--- config.mk ---
export PLATFORM = sky130hd
export DESIGN_NAME = mem_access_unit
export DESIGN_NICKNAME = d
export VERILOG_FILES = /design/src/rtl/mem_access_unit.sv
export SDC_FILE = /design/constraint.sdc
export NUM_CORES = 1
export LEC_CHECK = 0
export BUFFER_PORTS_ARGS = -buffer_cell sky130_fd_sc_hd__buf_4
export CAP_MARGIN = 15
export CORE_ASPECT_RATIO = 0.7
export CORE_MARGIN = 4
export CORE_UTILIZATION = 45
export CTS_CLUSTER_DIAMETER = 200
export DETAILED_ROUTE_END_ITERATION = 10
export PLACE_DENSITY = 0.82
export SETUP_SLACK_MARGIN = 0.2
export SYNTH_ARGS = -nofsm -noshare
export SYNTH_HDL_FRONTEND = slang
export SYNTH_SLANG_ARGS = --single-unit
export TNS_END_PERCENT = 20
--- constraint.sdc ---
create_clock -name clk -period 4.75 [get_ports clk]
set_input_delay 0.475 -clock clk [delete_from_list [all_inputs] [get_ports clk]]
set_output_delay 0.475 -clock clk [all_outputs]
set_load 0.02 [all_outputs]
--- src/rtl/mem_access_unit.sv ---
// Load/store front end: big-endian byte/half/word accesses over a word-wide memory, with read-modify-write for sub-word stores.
// Optional build macro MISALIGN_TRAP_EN: misaligned half/word accesses raise misalign instead of being force-aligned.
module mem_access_unit #(
  parameter int ADDR_WIDTH = 32,
  parameter int RD_LATENCY = 1
) (
  input  logic                  clk,
  input  logic                  rst,
  input  logic                  req_valid,
  output logic                  req_ready,
  input  logic                  req_write,
  input  logic [1:0]            req_size,
  input  logic                  req_signed,
  input  logic [ADDR_WIDTH-1:0] req_addr,
  input  logic [31:0]           req_wdata,
  output logic                  mem_read,
  output logic                  mem_write,
  output logic [ADDR_WIDTH-1:0] mem_addr,
  output logic [31:0]           mem_wdata,
  input  logic [31:0]           mem_rdata,
  output logic                  resp_valid,
  output logic [31:0]           resp_data,
  output logic                  busy
`ifdef MISALIGN_TRAP_EN
  ,
  output logic                  misalign
`endif
);

  typedef enum logic [2:0] {
    S_IDLE,
    S_RD,
    S_RD_WAIT,
    S_WR,
    S_RESP
  } state_t;

  localparam logic [1:0] SZ_BYTE  = 2'b00;
  localparam logic [1:0] SZ_HALF  = 2'b01;
  localparam logic [1:0] CNT_INIT = 2'(RD_LATENCY - 1);

  state_t                r_state;
  state_t                w_state_nxt;
  logic [1:0]            r_cnt;
  logic [1:0]            w_cnt_nxt;
  logic [ADDR_WIDTH-1:0] r_addr;
  logic [1:0]            r_size;
  logic                  r_signed;
  logic                  r_write;
  logic [31:0]           r_wdata;
  logic [31:0]           r_rdata;

  logic                  w_accept;
  logic                  w_capture;
  logic                  w_trap;
  logic                  w_resp_load;
  logic [ADDR_WIDTH-1:0] w_addr_in;
  logic [7:0]            w_byte;
  logic [15:0]           w_half;
  logic [31:0]           w_load_ext;
  logic [31:0]           w_merged;

  assign w_accept  = req_valid && (r_state == S_IDLE);
  assign w_capture = (r_state == S_RD_WAIT) && (r_cnt == 2'd0);

`ifdef MISALIGN_TRAP_EN
  logic r_misalign;
  logic w_misaligned;

  assign w_misaligned = ((req_size == SZ_HALF) && req_addr[0]) ||
                        (req_size[1] && (req_addr[1:0] != 2'b00));
  assign w_trap       = w_misaligned;
  assign w_addr_in    = req_addr;
  assign w_resp_load  = !r_write && !r_misalign;
  assign misalign     = (r_state == S_RESP) && r_misalign;
`else
  assign w_trap      = 1'b0;
  assign w_resp_load = !r_write;

  // Without the trap, misaligned low address bits are simply dropped.
  always_comb begin
    w_addr_in = req_addr;
    if (req_size[1]) begin
      w_addr_in[1:0] = 2'b00;
    end else if (req_size == SZ_HALF) begin
      w_addr_in[0] = 1'b0;
    end
  end
`endif

  // NOTE: sequential state uses non-blocking assignments so every flop samples pre-edge values.
  always_ff @(posedge clk or negedge rst) begin
    if (!rst) begin
      r_state  <= S_IDLE;
      r_cnt    <= 2'd0;
      r_addr   <= '0;
      r_size   <= 2'b00;
      r_signed <= 1'b0;
      r_write  <= 1'b0;
      r_wdata  <= 32'h0;
      r_rdata  <= 32'h0;
`ifdef MISALIGN_TRAP_EN
      r_misalign <= 1'b0;
`endif
    end else begin
      r_state <= w_state_nxt;
      r_cnt   <= w_cnt_nxt;
      if (w_accept) begin
        r_addr   <= w_addr_in;
        r_size   <= req_size;
        r_signed <= req_signed;
        r_write  <= req_write;
        r_wdata  <= req_wdata;
`ifdef MISALIGN_TRAP_EN
        r_misalign <= w_trap;
`endif
      end
      if (w_capture) begin
        r_rdata <= mem_rdata;
      end
    end
  end

  // NOTE: every always_comb output gets a default first so no path can infer a latch.
  always_comb begin
    w_state_nxt = r_state;
    w_cnt_nxt   = r_cnt;
    case (r_state)
      S_IDLE: begin
        if (req_valid) begin
          if (w_trap) begin
            w_state_nxt = S_RESP;
          end else if (req_write && req_size[1]) begin
            w_state_nxt = S_WR;
          end else begin
            w_state_nxt = S_RD;
          end
        end
      end
      S_RD: begin
        w_state_nxt = S_RD_WAIT;
        w_cnt_nxt   = CNT_INIT;
      end
      S_RD_WAIT: begin
        if (r_cnt == 2'd0) begin
          w_state_nxt = r_write ? S_WR : S_RESP;
        end else begin
          w_cnt_nxt = r_cnt - 2'd1;
        end
      end
      S_WR:    w_state_nxt = S_RESP;
      S_RESP:  w_state_nxt = S_IDLE;
      default: w_state_nxt = S_IDLE;
    endcase
  end

  // Big-endian lane select: byte offset 0 is the most significant byte.
  always_comb begin
    case (r_addr[1:0])
      2'd0:    w_byte = r_rdata[31:24];
      2'd1:    w_byte = r_rdata[23:16];
      2'd2:    w_byte = r_rdata[15:8];
      default: w_byte = r_rdata[7:0];
    endcase
    w_half = r_addr[1] ? r_rdata[15:0] : r_rdata[31:16];
    case (r_size)
      SZ_BYTE: w_load_ext = {{24{r_signed & w_byte[7]}}, w_byte};
      SZ_HALF: w_load_ext = {{16{r_signed & w_half[15]}}, w_half};
      default: w_load_ext = r_rdata;
    endcase
  end

  always_comb begin
    w_merged = r_rdata;
    case (r_size)
      SZ_BYTE: begin
        case (r_addr[1:0])
          2'd0:    w_merged[31:24] = r_wdata[7:0];
          2'd1:    w_merged[23:16] = r_wdata[7:0];
          2'd2:    w_merged[15:8]  = r_wdata[7:0];
          default: w_merged[7:0]   = r_wdata[7:0];
        endcase
      end
      SZ_HALF: begin
        if (r_addr[1]) begin
          w_merged[15:0] = r_wdata[15:0];
        end else begin
          w_merged[31:16] = r_wdata[15:0];
        end
      end
      default: w_merged = r_wdata;
    endcase
  end

  always_comb begin
    req_ready  = (r_state == S_IDLE);
    busy       = (r_state != S_IDLE);
    mem_read   = (r_state == S_RD);
    mem_write  = (r_state == S_WR);
    mem_addr   = '0;
    mem_wdata  = 32'h0;
    resp_valid = 1'b0;
    resp_data  = 32'h0;
    if (r_state inside {S_RD, S_RD_WAIT, S_WR}) begin
      mem_addr = {r_addr[ADDR_WIDTH-1:2], 2'b00};
    end
    if (r_state == S_WR) begin
      mem_wdata = w_merged;
    end
    if (r_state == S_RESP) begin
      resp_valid = 1'b1;
      if (w_resp_load) begin
        resp_data = w_load_ext;
      end
    end
  end

endmodule
### Word level (Yosys, flattened, before mapping)

Cells that the tools add are included.

* add/subtract/negate cells: 1
* equal/unequal tests: 11
* mux-type cells: 25
* bitwise logic cells: 2
* reductions and logical operators: 13

Operators with widths (count)
* 2-to-1 mux 32 bit: 4
* one-hot mux 32 bit (2 select lines): 2
* 2-to-1 mux 16 bit: 3
* 2-to-1 mux 8 bit: 4
* one-hot mux 8 bit (3 select lines): 1
* one-hot mux 3 bit (4 select lines): 1
* 2-to-1 mux 3 bit: 3
* equality test 2 x 1 -> 1 bit, second input constant: 3
* equality test 3 x 2 -> 1 bit, second input constant: 2
* zero test 2 bit: 3
* nonzero test 3 bit: 2
* 2-to-1 mux 1 bit: 4
* 2-to-1 mux 2 bit: 2
* inequality test 2 bit, second input constant: 2
* one-hot mux 2 bit (2 select lines): 1
* AND reduction 2 bit: 2
* equality test 3 x 1 -> 1 bit, second input constant: 1
* equality test 3 bit, second input constant: 1
* logical AND 1 bit: 3
* zero test 3 bit: 1
* OR reduction 3 bit: 1
* bitwise AND 1 bit: 2
* equality test 2 bit, second input constant: 1
* inequality test 2 x 1 -> 1 bit, second input constant: 1
* other kinds (2): 2

* register bits: 105
* input port bits: 103
* output and inout port bits: 101
* logic and storage cells: 60

### Logic depth before layout (Yosys ltp)

Gate-level depths: netlist of run 1.

* word-level depth: 6
* depth in mapped cells: 7
* mapped depth without buffers: 6

### Least setup slack after synthesis of run 1

Ideal clock, no wire load.

* kind: reg2out
* from: reg r_state[0]
* to: out resp_data[0]
* arrival: 1686 ps
* path slack: 2589 ps
* stages on the path, launching flop included: 4
* path through: dfrtp_1 -> or4b_4 -> buf_6 -> a221oi_1

* word-level cells in the longest chain between the ends: 2

Ends and longest elaborated chain
* start, declared: line 42 `state_t r_state;`
* start signal, assigned: line 106 `r_state <= w_state_nxt;`
* equality test 3 bit: line 210 `if (r_state == S_RESP) begin`
* 2-to-1 mux 32 bit: line 210
* end, declared: line 22 `output logic [31:0] resp_data,`

No other way between the ends.

### Final worst setup path of run 1

* from: reg r_addr[1]
* to: out resp_data[30]

* word-level cells in the longest chain between the ends: 6
* elaborated cells on any way between the ends: 10
* classes of those cells: 2 x eq/ne; 5 x mux; 2 x bitwise; 1 x reduce/logical

Ends and longest elaborated chain
* start, declared: line 46 `logic [ADDR_WIDTH-1:0] r_addr;`
* start signal, assigned: line 109 `r_addr <= w_addr_in;`
* equality test 2 bit (tied with other cells): line 159 `case (r_addr[1:0])`
* one-hot mux 8 bit (3 select lines): line 159
* bitwise AND 1 bit: line 167 `SZ_BYTE: w_load_ext = {{24{r_signed & w_byte[7]}}, w_byte};`
* one-hot mux 32 bit (2 select lines) (*): line 166 `case (r_size)`
* 2-to-1 mux 32 bit (*): line 212 `if (w_resp_load) begin`
* 2-to-1 mux 32 bit (*): line 210

Mark *: on every way between the ends. The rest lies on a longest branch, timed or not.

==> flow_summary.json, run 1 <==
{
  "ioPinCount": 204,
  "cts_num_sinks": 105,
  "yosysWarnings": 0,
  "slew_violations": 0,
  "cts-htree-levels": 3,
  "routed_wl_um": 19500,
  "grt_pass1_vias": 5651,
  "critPathKind": "flop to output pin",
  "start_util_pct": 46.4,
  "cts_tree": "done",
  "cap_violations": 0,
  "synth_edf_count": 0,
  "core.rowCount": 35,
  "area_delta_synth_final_pct": 30.3,
  "antenna_cells": 0,
  "finalSetupViolations": 0,
  "synth_top_family_by_area": "multiplexers",
  "status": "finished, final reports clean",
  "die_y_um": 106,
  "cts_setup_buffers": 0,
  "first_pass_iters": 8,
  "antenna_found_initial": 0,
  "synth-xor-area-share_pct": 0,
  "cts_root_buf": "clkbuf_16",
  "die-area_um2": 15600,
  "period_share_pct": 79.4,
  "grt_usage_pct": 24.7,
  "startpoint_type": "flop",
  "grt-ovfl-total": 0,
  "synth.avg_cell_area_um2": 10.5,
  "yosys.area_share.simple_pct": 13.1,
  "critical_path_arrival_ns": 3.30,
  "final_cell_mix": "buf_4, mux2_2, dfrtp_1",
  "die_x_um": 148,
  "crit_fanout": 50,
  "worstMarginPinSlew_ns": 1.10,
  "skew_ns": 0.0103,
  "synthArstFlopShare_pct": 100,
  "synth_cell_types": 48,
  "p_per_area_nw_per_um2": 740,
  "drtIter0Drc": 427,
  "dp_hpwl_um": 14400,
  "tns_ns": 0,
  "finalNonFillerCells": 951,
  "synthAdderAreaFrac_pct": 0.203,
  "synth.yosys.seq_area_share_pct": 42.7,
  "synth_seq_cells": 105,
  "cts_hold_buffers": 0,
  "clockBufferDepth": 2,
  "p_leak_nw": 3.77,
  "synth_flop_cell": "dfrtp_1",
  "syn_inst": 589,
  "cts_resized": 0,
  "io_buffers": 201,
  "ant_nets": 0,
  "final_common_cell": "buf_4",
  "hold_path.class": "input pin to async pin",
  "place_inst": 935,
  "total_power_mw": 5.94,
  "vias": 5412,
  "irDropWorstVdd_v": 0.000417,
  "cp-end-kind": "output pin",
  "drc": 0,
  "clk_latency_ns": 0.34,
  "grt_pass1_wl_um": 30400,
  "max_slew_margin_pct": 26.6,
  "core_um2": 13300,
  "fillers": 1109,
  "final_nets": 865,
  "syn_area_um2": 6160,
  "grt_max_degree": 59,
  "fin_util_pct": 60.4,
  "vias_per_cell": 5.69,
  "hold_violations": 0,
  "synth-compound-area-share_pct": 12.8,
  "cts_buffers": 9,
  "required_ns": 4.28,
  "routedWlPerCell_um": 20.6,
  "drive_gt1_share_pct": 47.9,
  "gp_congestion": 0.900,
  "final.min_clock_period_ns": 3.77,
  "fmax_ghz": 0.265,
  "muxShareOfSynthArea_pct": 26.1,
  "rsz0062_at_grt": "false",
  "clkSlewWorstSetupHoldPaths_ns": 0.07
}
area by class of cell:
class / count / area, um2 / share of cell area, %
multi-input cells: 420 / 3230 / 40.3
flip-flops and latches: 105 / 2630 / 32.8
clock inverters: 7 / 78.8 / 0.983
clock buffers: 9 / 225 / 2.81
inverters: 17 / 63.8 / 0.796
well taps: 185 / 231 / 2.89
repair buffers: 208 / 1560 / 19.5
path summary, 6_finish.rpt:
kind,start,to,slack [ns],cells past startpoint
max in group asynchronous,rst,r_wdata[2],3.44,2
worst min register to register,r_addr[8],r_addr[8],0.50,1
min in group clk,mem_rdata[6],r_rdata[6],0.34,3
worst min-delay path,rst,r_rdata[10],0.20,1
worst max-delay path,r_addr[1],resp_data[30],0.98,5
worst max register to register,r_state[0],r_wdata[4],1.96,4
power breakdown:
part	internal, mW	leakage, nW	switching (mW)
registers	1.34	1.25	0.668
clock network	0.414	0.144	0.349
logic	1.60	2.38	1.57
total	3.36	3.77	2.58
cell usage after synthesis, types with 3 or more instances:
library cell  instances  area (um2)
a22o_1               10        87.6
o21ai_0              15        75.1
o22ai_1              15        93.8
dfrtp_1             105        2630
inv_1                16        60.1
nand3_1               3        15.0
or2_2                 3        18.8
mux2_2              130        1460
mux2i_1              12         120
a22oi_1               8        60.1
nor3_1                7        35.0
clkbuf_1             21        78.8
nor2_1               43         161
a21oi_1              13        65.1
nand2b_1              3        18.8
buf_4                 8        60.1
and2_1               32         200
nand2_1              69         259
o211a_1               7        70.1
a222oi_1             15         150
buf_2                15        75.1
a221oi_1              7        61.3
state kept, by name, indices dropped and copies added (netlist names):
signal and flops:
r_addr 32, r_rdata 32, r_wdata 32, r_state 3, r_cnt 2, r_size 2, r_signed 1, r_write 1
routing by layer:
layer / vias up / global-route usage, % / part of all wire [%]
met2: 287 / 38.7 / 46
li1: 2447 / - / -
met5: - / 0 / 0
met1: 2639 / 32.6 / 41
met3: 39 / 7.82 / 11
met4: 0 / 7.65 / 2.3
metrics by stage:
step / hold WS, ns / setup WS (ns) / cell area, um2
6_report: 0.198 / 0.976 / 8020
5_1_grt: 0.255 / 0.790 / 8020
4_1_cts: 0.227 / 1.05 / 8020
3_5_place_dp: 0.489 / 1.41 / 7720
3_3_place_gp: 0.481 / 1.60 / 7720
2_1_floorplan: 0.179 / 2.59 / 6160
critical path, cell delays in order, from the launching register on:
cell and delay (ns):
dfrtp_2 1.04, clkinv_1 0.72, nor3_1 0.59, o31ai_4 0.30
nand2_1 0.16, buf_4 0.15
cells by family (layout without fill, tap and decap cells):
logic type	Yosys count	count (layout)
other	1	2
multiplexers	144	144
flip-flops	105	105
adder cells (fa/ha/maj)	1	1
AND/OR/NAND/NOR	171	171
buffers and inverters	65	241
AO/OA/AOI/OAI	102	102
(Power assumes the default switching activity.)
==> inputs of run 2 (changes only) <==
==> constraint.sdc (replaced) <==
create_clock -name clk -period 3.89 [get_ports clk]
set_input_delay 0.389 -clock clk [delete_from_list [all_inputs] [get_ports clk]]
set_output_delay 0.389 -clock clk [all_outputs]
set_load 0.02 [all_outputs]
==> run 2 against run 1 <==
Against the previous run: critical path depth is the same; sequential cell count stayed put; global-route usage about the same; routed wire length grew 1.3%; power up 23%; core utilization up 0.34 points; die area did not move.
==> flow_summary.json, run 2 (same netlist as run 1, synthesis figures left out) <==
{
  "status": "finished, final reports clean",
  "cts-htree-levels": 3,
  "tns_ns": 0,
  "hold_violations": 0,
  "grt_pass1_wl_um": 30200,
  "cts_tree": "done",
  "r2r-start": "r_state[0]",
  "fin_area_um2": 8070,
  "cts_buffers": 9,
  "ioPinCount": 204,
  "rsz0062_at_grt": "false",
  "drc": 0,
  "required_ns": 3.50,
  "routedWlPerCell_um": 20.7,
  "antenna_found_initial": 0,
  "intPower_mw": 4.08,
  "fin_util_pct": 60.8,
  "cp-end-kind": "output pin",
  "grt_max_degree": 56,
  "io_buffers": 201,
  "gp_congestion": 0.945,
  "first_pass_iters": 10,
  "start_util_pct": 46.4,
  "routed_wl_um": 19800,
  "cts_hold_buffers": 0,
  "p_per_area_nw_per_um2": 906,
  "rr_endpoint": "r_wdata[14]",
  "fmax_ghz": 0.300,
  "max_slew_margin_pct": 26.5,
  "startpoint_type": "flop",
  "cp_cell_sequence": "mux2i_1 -> nor3_1 -> o31ai_4 -> nand2_1 -> buf_4",
  "vias_per_cell": 5.80,
  "die-area_um2": 15600,
  "cts_root_buf": "clkbuf_16",
  "area_delta_synth_final_pct": 31.0,
  "swShare_pct": 44.1,
  "pwr-share-clk_pct": 12.6,
  "crit_fanout": 50,
  "skew_ns": 0.0106,
  "cap_violations": 0,
  "whs_ns": 0.106,
  "critPathKind": "flop to output pin",
  "core.rowCount": 35,
  "finalSetupViolations": 0,
  "clk_latency_ns": 0.35,
  "drtIter0Drc": 669,
  "worstMarginPinSlew_ns": 1.10,
  "cts_num_sinks": 105,
  "critical_path_arrival_ns": 2.95,
  "slew_violations": 0,
  "final_common_cell": "buf_4",
  "irDropWorstVdd_v": 0.000469,
  "clkSlewWorstSetupHoldPaths_ns": 0.09,
  "antenna_cells": 0,
  "pwr-share-seq_pct": 33.7,
  "final_nets": 869,
  "grt_pass1_vias": 5646,
  "p_leak_nw": 3.80,
  "max_stage_delay_ns": 1.04,
  "final.min_clock_period_ns": 3.33,
  "combPwrFrac_pct": 53.7,
  "r2r_cells": 4,
  "clockBufferDepth": 2,
  "ant_nets": 0,
  "cts_setup_buffers": 0,
  "hold_path.class": "input pin to async pin",
  "drive_gt1_share_pct": 48.2,
  "total_power_mw": 7.31,
  "p_switching_mw": 3.22,
  "grt_usage_pct": 24.6,
  "grt-ovfl-total": 0,
  "core_um2": 13300,
  "die_y_um": 106,
  "final_cell_mix": "buf_4, mux2_2, dfrtp_1",
  "slowest_stage": "dfrtp_2",
  "biggestRegsByFlops": "r_addr: 32 flops, r_rdata: 32 flops, r_wdata: 32 flops",
  "period_share_pct": 85.7,
  "cts_resized": 0,
  "vias": 5536,
  "die_x_um": 148,
  "placed_cell_area_um2": 7760,
  "dp_hpwl_um": 14700,
  "reg2reg_slack_ns": 1.53
}
-- run 2: changes by cell type in the layout (fill, tap and decap cells not counted) --
cell        delta
buf_12         +1
buf_4          +3
clkinvlp_4     -2
clkinv_2       -1
clkinv_8       +2
inv_8          +1
inv_6          +2
clkinv_4       -1
bufinv_16      -1
-- run 2: worst max-delay path, delay by kind of cell (launching register included) --
family | cells | cell delay, ns
muxes | 1 | 0.27
DFF | 1 | 1.04
AOI/OAI and AO/OA | 1 | 0.80
and+or+nand+nor | 2 | 0.27
buffers and inverters | 1 | 0.21
-- run 2: how the worst max path moves through the flow --
stage / start / end / slack, ns
global placement: r_addr[1] / resp_data[30] / 1.13
floorplan: r_state[0] / resp_data[0] / 1.82
finish: r_addr[1] / resp_data[31] / 0.56
global route: r_addr[1] / resp_data[24] / 0.42
CTS: r_addr[1] / resp_data[18] / 0.63
detailed placement: r_addr[1] / resp_data[18] / 1.02
-- run 2: stage by stage --
stage,cells,setup slack [ns]
finish,955,0.556
floorplan,590,1.82
global route,955,0.422
CTS,955,0.628
global placement,939,1.13
detailed placement,939,1.02
-- run 2: power groups by stage --
stage                     registers, mW  clock network (mW)  logic (mW)
final                              2.46               0.920        3.93
after global routing               2.52               0.984        4.22
after CTS                          2.42               0.941        3.92
after detailed placement           2.44                   0        3.90
after global placement             2.39                   0        3.77
after floorplan                    1.99                   0        3.02
-- run 2: per-layer routing --
| layer | track usage, % | routed length, um |
|---|---|---|
| met1 | 31.0 | 8010 |
| met2 | 39.7 | 8990 |
| met3 | 8.51 | 2180 |
| met4 | 8.38 | 615 |
| met5 | 0 | 0 |
-- run 2: area by class of cell --
cell class              instances  area, um2
repair buffers                212       1600
flip-flops and latches        105       2630
fillers                      1083       5200
well taps                     185        231
inverters                      17       63.8
clock inverters                 7       81.3
multi-input cells             420       3230
clock buffers                   9        225
==> inputs of run 3 (changes only) <==
--- a/config.mk
+++ b/config.mk
@@ -7,12 +7,14 @@
 export LEC_CHECK = 0
 export BUFFER_PORTS_ARGS = -buffer_cell sky130_fd_sc_hd__buf_4
 export CAP_MARGIN = 15
+export CELL_PAD_IN_SITES_DETAIL_PLACEMENT = 1
+export CELL_PAD_IN_SITES_GLOBAL_PLACEMENT = 2
 export CORE_ASPECT_RATIO = 0.7
 export CORE_MARGIN = 4
-export CORE_UTILIZATION = 45
+export CORE_UTILIZATION = 31
 export CTS_CLUSTER_DIAMETER = 200
 export DETAILED_ROUTE_END_ITERATION = 10
-export PLACE_DENSITY = 0.82
+export PLACE_DENSITY = 0.9
 export SETUP_SLACK_MARGIN = 0.2
 export SYNTH_ARGS = -nofsm -noshare
 export SYNTH_HDL_FRONTEND = slang
==> run 3 against run 2 <==
Against the previous run: clock skew is essentially flat; critical endpoint is now resp_data[29]; die area grew 42%; cell count grew 8.4%; sequential share of layout area shrank 0.63 points; count of clock-buffer cells in the layout is the same; non-clock buffer count grew 1; highest routed layer is now met5; maximum frequency grew 14%; worst setup slack gained 0.41 ns.
==> flow_summary.json, run 3 (same netlist as run 1, synthesis figures left out) <==
{
  "grt_pass1_vias": 5667,
  "cts_root_buf": "clkbuf_16",
  "p_switching_mw": 3.33,
  "rsz0062_at_grt": "false",
  "core.rowCount": 42,
  "io_buffers": 201,
  "period_share_pct": 75.2,
  "die_x_um": 176,
  "final_nets": 870,
  "fin_util_pct": 42.9,
  "antenna_cells": 0,
  "timing.final.ws_setup_ns": 0.965,
  "crit_fanout": 21,
  "routed_wl_um": 22600,
  "cts-htree-levels": 3,
  "vias": 5335,
  "clk_latency_ns": 0.36,
  "routedWlPerCell_um": 21.8,
  "pwr-share-clk_pct": 13.7,
  "hold_path.class": "input pin to async pin",
  "finalSetupViolations": 0,
  "skew_ns": 0.0107,
  "startpoint_type": "flop",
  "final.min_clock_period_ns": 2.92,
  "drtIter0Drc": 539,
  "critical_path_arrival_ns": 2.54,
  "cp_cell_sequence": "or2_2 -> nor3_1 -> o31ai_4 -> nand2_1 -> buf_4",
  "worstMarginPinSlew_ns": 0.880,
  "ant_nets": 0,
  "grt_max_degree": 58,
  "slowest_stage": "dfrtp_1",
  "cp-end-kind": "output pin",
  "max_stage_delay_ns": 0.79,
  "grt-ovfl-total": 0,
  "pre_cts_slack_ns": 1.36,
  "antenna_found_initial": 1,
  "cts_resized": 0,
  "combPwrFrac_pct": 53.6,
  "die-area_um2": 22200,
  "swShare_pct": 44.5,
  "required_ns": 3.50,
  "max_slew_margin_pct": 41.2,
  "vias_per_cell": 5.15,
  "cap_violations": 0,
  "grt_pass1_wl_um": 34800,
  "drive_gt1_share_pct": 48.1,
  "die_y_um": 126,
  "slew_violations": 0,
  "hold_violations": 0,
  "pwr-share-seq_pct": 32.6,
  "cts_buffers": 9,
  "start_util_pct": 32.1,
  "intPower_mw": 4.16,
  "fmax_ghz": 0.342,
  "ioPinCount": 204,
  "p_leak_nw": 3.83,
  "p_per_area_nw_per_um2": 912,
  "whs_ns": 0.0486,
  "irDropWorstVdd_v": 0.000339,
  "clkSlewWorstSetupHoldPaths_ns": 0.09,
  "core_um2": 19200,
  "gp_congestion": 0.793,
  "final_cell_mix": "buf_4, mux2_2, dfrtp_1",
  "first_pass_iters": 9,
  "status": "finished, final reports clean",
  "area_delta_synth_final_pct": 33.5,
  "drc": 0,
  "critPathKind": "flop to output pin",
  "grt_usage_pct": 20.2,
  "final_common_cell": "buf_4",
  "tns_ns": 0,
  "total_power_mw": 7.50,
  "biggestRegsByFlops": "r_addr: 32 flops, r_rdata: 32 flops, r_wdata: 32 flops",
  "dp_hpwl_um": 17300,
  "cts_hold_buffers": 0,
  "clockBufferDepth": 2,
  "cts_tree": "done",
  "cts_setup_buffers": 0,
  "cts_num_sinks": 105
}
==> run 3: power groups by stage <==
stage                     clock, mW  combinational [mW]  sequential [mW]
after detailed placement          0                4.02             2.44
after CTS                      1.06                4.05             2.43
after global routing           1.10                4.41             2.51
after global placement            0                3.96             2.41
after floorplan                   0                3.02             1.99
final                          1.03                4.02             2.45
==> run 3: final cells by class <==
cell class / instances / area [um2]
Fill cell: 2188 / 11000
Multi-Input combinational cell: 420 / 3230
Sequential cell: 105 / 2630
Timing Repair Buffer: 213 / 1620
Tap cell: 264 / 330
Clock buffer: 9 / 225
Clock inverter: 7 / 118
Inverter: 17 / 63.8
==> run 3: per-layer routing <==
metal  vias up  wire length, um  GRT usage (%)
li1       2467                -              -
met1      2643            10200           27.2
met2       209             9860           30.5
met3        14             2350           8.99
met4         2              157           3.50
met5         -               20              0
==> run 3: path summary, 6_finish.rpt <==
kind | startpoint | endpoint | slack (ns) | cells past startpoint
max | r_size[0] | resp_data[29] | 0.97 | 5
min | rst | r_addr[24] | 0.05 | 1
max reg2reg | r_state[1] | r_addr[2] | 1.40 | 4
min reg2reg | r_addr[22] | r_addr[22] | 0.50 | 1
max in group asynchronous | rst | r_wdata[16] | 3.06 | 2
min in group clk | mem_rdata[0] | r_rdata[0] | 0.24 | 3
==> run 3: worst max-delay path, delay by kind of cell (launching register included) <==
family          cells  cell delay, ns
flops               1            0.79
compound gates      1            0.66
buf+inv             1            0.20
simple gates        3            0.51
==> run 3: stage by stage <==
stage | instances | cell area (um2)
3_3_place_gp | 1019 | 7880
2_1_floorplan | 590 | 6160
3_5_place_dp | 1019 | 7880
5_1_grt | 1035 | 8220
4_1_cts | 1035 | 8220
6_report | 1035 | 8220
